**src/rtl/fetch_unit.sv**
```systemverilog
// fetch_unit: IDLE/FETCH/HOLD instruction fetch stage.
// Issues imem requests at PC, holds the returned word for decode
// until accepted, then steps PC by +4, branch offset or jump target.
// Ports:
//   clk, reset                 clock, synchronous active-high reset
//   imem_req/addr/ack/rdata    instruction memory request/response
//   instr, opCode, pc_out      held instruction, its opcode, its address
//   instr_valid, instr_ready   decode handshake
//   Jump, Branch, Zero         redirect controls, sampled on handoff
module fetch_unit #(
  parameter logic [31:0] RESET_PC = 32'h0000_0000
) (
  input  logic        clk,
  input  logic        reset,
  output logic        imem_req,
  output logic [31:0] imem_addr,
  input  logic        imem_ack,
  input  logic [31:0] imem_rdata,
  output logic [31:0] instr,
  output logic [5:0]  opCode,
  output logic [31:0] pc_out,
  output logic        instr_valid,
  input  logic        instr_ready,
  input  logic        Jump,
  input  logic        Branch,
  input  logic        Zero
);

  typedef enum logic [1:0] {
    IDLE  = 2'd0,
    FETCH = 2'd1,
    HOLD  = 2'd2
  } state_t;

  state_t      state;
  state_t      stateNext;
  logic [31:0] pc;
  logic [31:0] instrQ;
  logic [31:0] pcOutQ;
  logic [31:0] pcPlus4;
  logic [31:0] brOffset;
  logic [31:0] nextPc;
  logic        capture;
  logic        handoff;

  always_ff @(posedge clk) begin
    if (reset) begin
      state <= IDLE;
    end else begin
      state <= stateNext;
    end
  end

  always_comb begin
    stateNext = state;
    unique case (state)
      IDLE:    stateNext = FETCH;
      FETCH:   if (imem_ack) stateNext = HOLD;
      HOLD:    if (instr_ready) stateNext = FETCH;
      default: stateNext = IDLE;
    endcase
  end

  always_comb begin
    imem_req    = (state == FETCH);
    instr_valid = (state == HOLD);
  end

  assign capture = (state == FETCH) && imem_ack;
  assign handoff = (state == HOLD) && instr_ready;

  // Redirect is computed from the held word and its own address.
  assign pcPlus4  = pcOutQ + 32'd4;
  assign brOffset = {{14{instrQ[15]}}, instrQ[15:0], 2'b00};

  always_comb begin
    nextPc = pcPlus4;
    if (Jump) begin
      nextPc = {pcPlus4[31:28], instrQ[25:0], 2'b00};
    end else if (Branch && Zero) begin
      nextPc = pcPlus4 + brOffset;
    end
  end

  always_ff @(posedge clk) begin
    if (reset) begin
      pc     <= RESET_PC;
      pcOutQ <= RESET_PC;
      instrQ <= '0;
    end else begin
      if (capture) begin
        instrQ <= imem_rdata;
        pcOutQ <= pc;
      end
      if (handoff) begin
        pc <= nextPc;
      end
    end
  end

  assign imem_addr = pc;
  assign instr     = instrQ;
  assign opCode    = instrQ[31:26];
  assign pc_out    = pcOutQ;

endmodule

```
**config.mk**
```make
export PLATFORM = sky130hd
export DESIGN_NAME = fetch_unit
export DESIGN_NICKNAME = d
export VERILOG_FILES = /design/src/rtl/fetch_unit.sv
export SDC_FILE = /design/constraint.sdc
export NUM_CORES = 1
export LEC_CHECK = 0
export ABC_AREA = 1
export CORE_MARGIN = 8
export CORE_UTILIZATION = 25
export CTS_CLUSTER_DIAMETER = 40
export DETAILED_ROUTE_END_ITERATION = 16
export REMOVE_ABC_BUFFERS = 1
export SLEW_MARGIN = 20
export SYNTH_ARGS = -nofsm -noshare
export SYNTH_HDL_FRONTEND = slang
export SYNTH_SLANG_ARGS = --single-unit
```
**constraint.sdc**
```tcl
create_clock -name clk -period 2.5 [get_ports clk]
set_clock_uncertainty 0.05 [all_clocks]
set_input_delay 0.75 -clock clk [delete_from_list [all_inputs] [get_ports clk]]
set_output_delay 0.75 -clock clk [all_outputs]
set_load 0.03 [all_outputs]
```
==> results of run 1 <==
what timing repair did:
action / 4_1_cts / 5_1_grt
endpoints found under the setup margin: 26 / 27
buffers inserted: 38 / 15
gates resized for setup: 280 / 170
pin swaps: 93 / 90
cell usage after synthesis, drive strengths merged:
cell    count
a21o        1
a21oi     145
a221oi      1
and2        3
buf        15
clkbuf     32
clkinv      1
dfxtp      98
fa          1
ha         37
inv       181
nand2     372
nand3     100
nand3b      5
nand4       7
nor2       78
nor3       14
nor3b       1
nor4        2
o211ai      2
o21ai      71
o21bai      4
o221ai      4
o22ai       1
or2         2
xnor2       2
xor2       14
metal layers:
layer	vias up	track usage [%]	share of wire (%)
li1	4555	-	-
met5	-	0	0
met4	0	6.542	3.3
met2	269	31.68	48
met1	4344	23.48	43
met3	60	3.089	5.1
power groups by stage:
stage / registers (mW) / logic, mW / clock network [mW]
finish: 1.71 / 1.68 / 1.49
global route: 1.72 / 1.80 / 1.58
CTS: 1.71 / 1.55 / 1.53
detailed placement: 1.74 / 1.32 / 0
global placement: 1.74 / 1.31 / 0
floorplan: 1.89 / 0.452 / 0
logic make-up (layout without fill, tap and decap cells):
family	count (synthesis)	count (layout)
AND/OR/NAND/NOR	584	584
buffers and inverters	229	605
flip-flops	98	98
XOR/XNOR	16	16
adder cells (fa/ha/maj)	38	38
AO/OA/AOI/OAI	229	229
final timing paths:
kind             start  cells after the start            end
max          pc_out[8]                     18  imem_addr[14]
min          instr[21]                      2      instr[21]
max reg2reg  pc_out[8]                     18  imem_addr[14]
min reg2reg  instr[21]                      2      instr[21]
worst max-delay path: cells and delay by family, from the launching register on:
family          cells  cell delay [ps]
buf+inv             5              490
compound gates      2              180
fa+ha+maj           1              260
xor+xnor            1              260
flops               1              370
simple gates        9             1170
sequential cells by signal (all words and copies together), names as in the netlist:
name       count
state          2
imem_addr     32
instr         32
pc_out        32
through the flow:
step	setup slack (ps)	instances	hold slack, ps	power, mW	area [um2]
finish	-379.7	1954	426.4	4.888	13210
global route	-522.9	1954	456.9	5.098	13210
CTS	-384.7	1939	431.8	4.788	12420
detailed placement	-638.8	1887	420.3	3.059	10630
global placement	-638.6	1887	410.3	3.055	10630
floorplan	-688.6	1147	452.2	2.342	7037
cell type report:
class | instances | area, um2 | area share (%)
clock buffers | 9 | 225.2 | 1.705
clock inverters | 7 | 81.33 | 0.6158
inverters | 182 | 700.7 | 5.306
multi-input cells | 867 | 6103 | 46.22
flip-flops and latches | 98 | 2004 | 15.18
well taps | 384 | 480.5 | 3.638
repair buffers | 407 | 3611 | 27.34
==> results.toml, run 1 <==
[synth]
synth_top_area_cell = "dfxtp_1"
synth_top_family_by_area = "simple AND/OR/NAND/NOR gates"
seq_area_frac_synth_pct = 27.09
yosysWarnings = 0
synthXorXnorAreaFrac_pct = 2.246
yosys-top-cells-area = "dfxtp_1 27%, nand2_1 19%, a21oi_1 9.5%"
synth_area_mm2 = 0.007243
muxShareOfSynthArea_pct = 0
synth_compound_area_share_pct = 16.76
synth_adder_area_share_pct = 6.668
ys_ff_latch = 98
synth_simple_gate_area_share_pct = 34.95
synth.top_cell.area_share_pct = 27.09
synth_cell_types = 41
avgSynthCellArea_um2 = 6.066
synth_cells = 1194

[die]
core_mm2 = 0.02863
dieArea_mm2 = 0.03468
start_util_pct = 25.30
io_pins = 143
row_count = 62
die_h_um = 186.2
fp.dieW_um = 186.2

[layout]
fillers = 2765
mostFrequentLayoutCell = "nand2_1"
diodes = 0
num-nets-final = 1642
mostFrequentLayoutCells = "245 x nand2_1, 234 x buf_4, 150 x inv_1"
final_util_pct = 46.14
drive_gt1_share_pct = 41.27
area_growth_pct = 82.33

[route]
dr_total_vias = 9228
wire_per_inst_um = 17.14
ant_nets = 0
drcViolationCount = 0
finalWirelength_mm = 33.49
vias_per_cell = 4.723
drt_iter0_markers = 568
first_pass_iters = 7

[worst_setup_path]
cp_data_arrival_time_ps = 3130
worstSetupPathType = "flip-flop to flip-flop"
ff2ff_setup_slack_ps = -380
path_common_cell = "nand2_4"
cpMaxStageDelayCell = "dfxtp_4"
critPathLaunchType = "flip-flop"
path_cells = "buf_6, inv_4, nor3_4, buf_6, nand2_4, nor2_4, xor2_4, ha_4, nand2_4, inv_2, nand2_2, nand2_4, nand3b_1, buf_4, nand2_2, nor3b_4, o21ai_2, a21oi_1"
worstSetupEndpointType = "flip-flop"
slowest_delay_ps = 370
crit_path_max_fanout = 3
required_ps = 2750

[power_and_ir_drop]
combPwrFrac_pct = 34.4
powerDensity_mw_per_mm2 = 370.1
p_int_mw = 3.111
leakagePower_nw = 6.065
p_sw_mw = 1.777
swShare_pct = 36.36
vdd_ir_drop_max_mv = 0.3101
p_seq_share_pct = 35.1
p_clk_share_pct = 30.5

[sta]
tightestPinTransition_ps = 693.1
setup_viol = 23
hold_viol = 0
fmax_mhz = 347.3
drv_slew = 0
finalWorstSetupSlack_ps = -379.7
rsz0062_at_grt = "yes"
setup-tns-final_ps = -6229
min_period_ps = 2880
slew_headroom_pct = 53.79
fin_crit_sh_pct = 115.2

[clocking]
cts_tree = "built"
clock_sinks = 98
cts_hold_buf = 0
cts_made_buffers = 9
cts_max_level = 3
cts_max_path_buffers = 2
clk_pin_slew_worst_paths_ps = 80
root_buffer = "clkbuf_16"
clk_latency_ps = 370

[global_routing]
gr-total-overflow = 0
grt_pass1_vias = 9095
antenna_found_initial = 0
grt_max_degree = 47
grt_usage_pct = 18.63
grt_pass1_wl_mm = 49.98

[place]
hpwl_mm = 25.23
io_buffers = 142
gp_congestion = 0.9347

[run_status]
status = "finished with violations"
violations = "setup timing"

[flow_run]
drv_cap = 0

[worst_hold_path]
worstHoldPathType = "flip-flop to flip-flop"
No activity file was read; power rests on OpenSTA's default activity.
==> run 2: changes to the inputs <==
- CTS_CLUSTER_DIAMETER: 40 -> 200
==> results of run 2 <==
No change in the layout: final DEF, timing and power equal those of run 1.
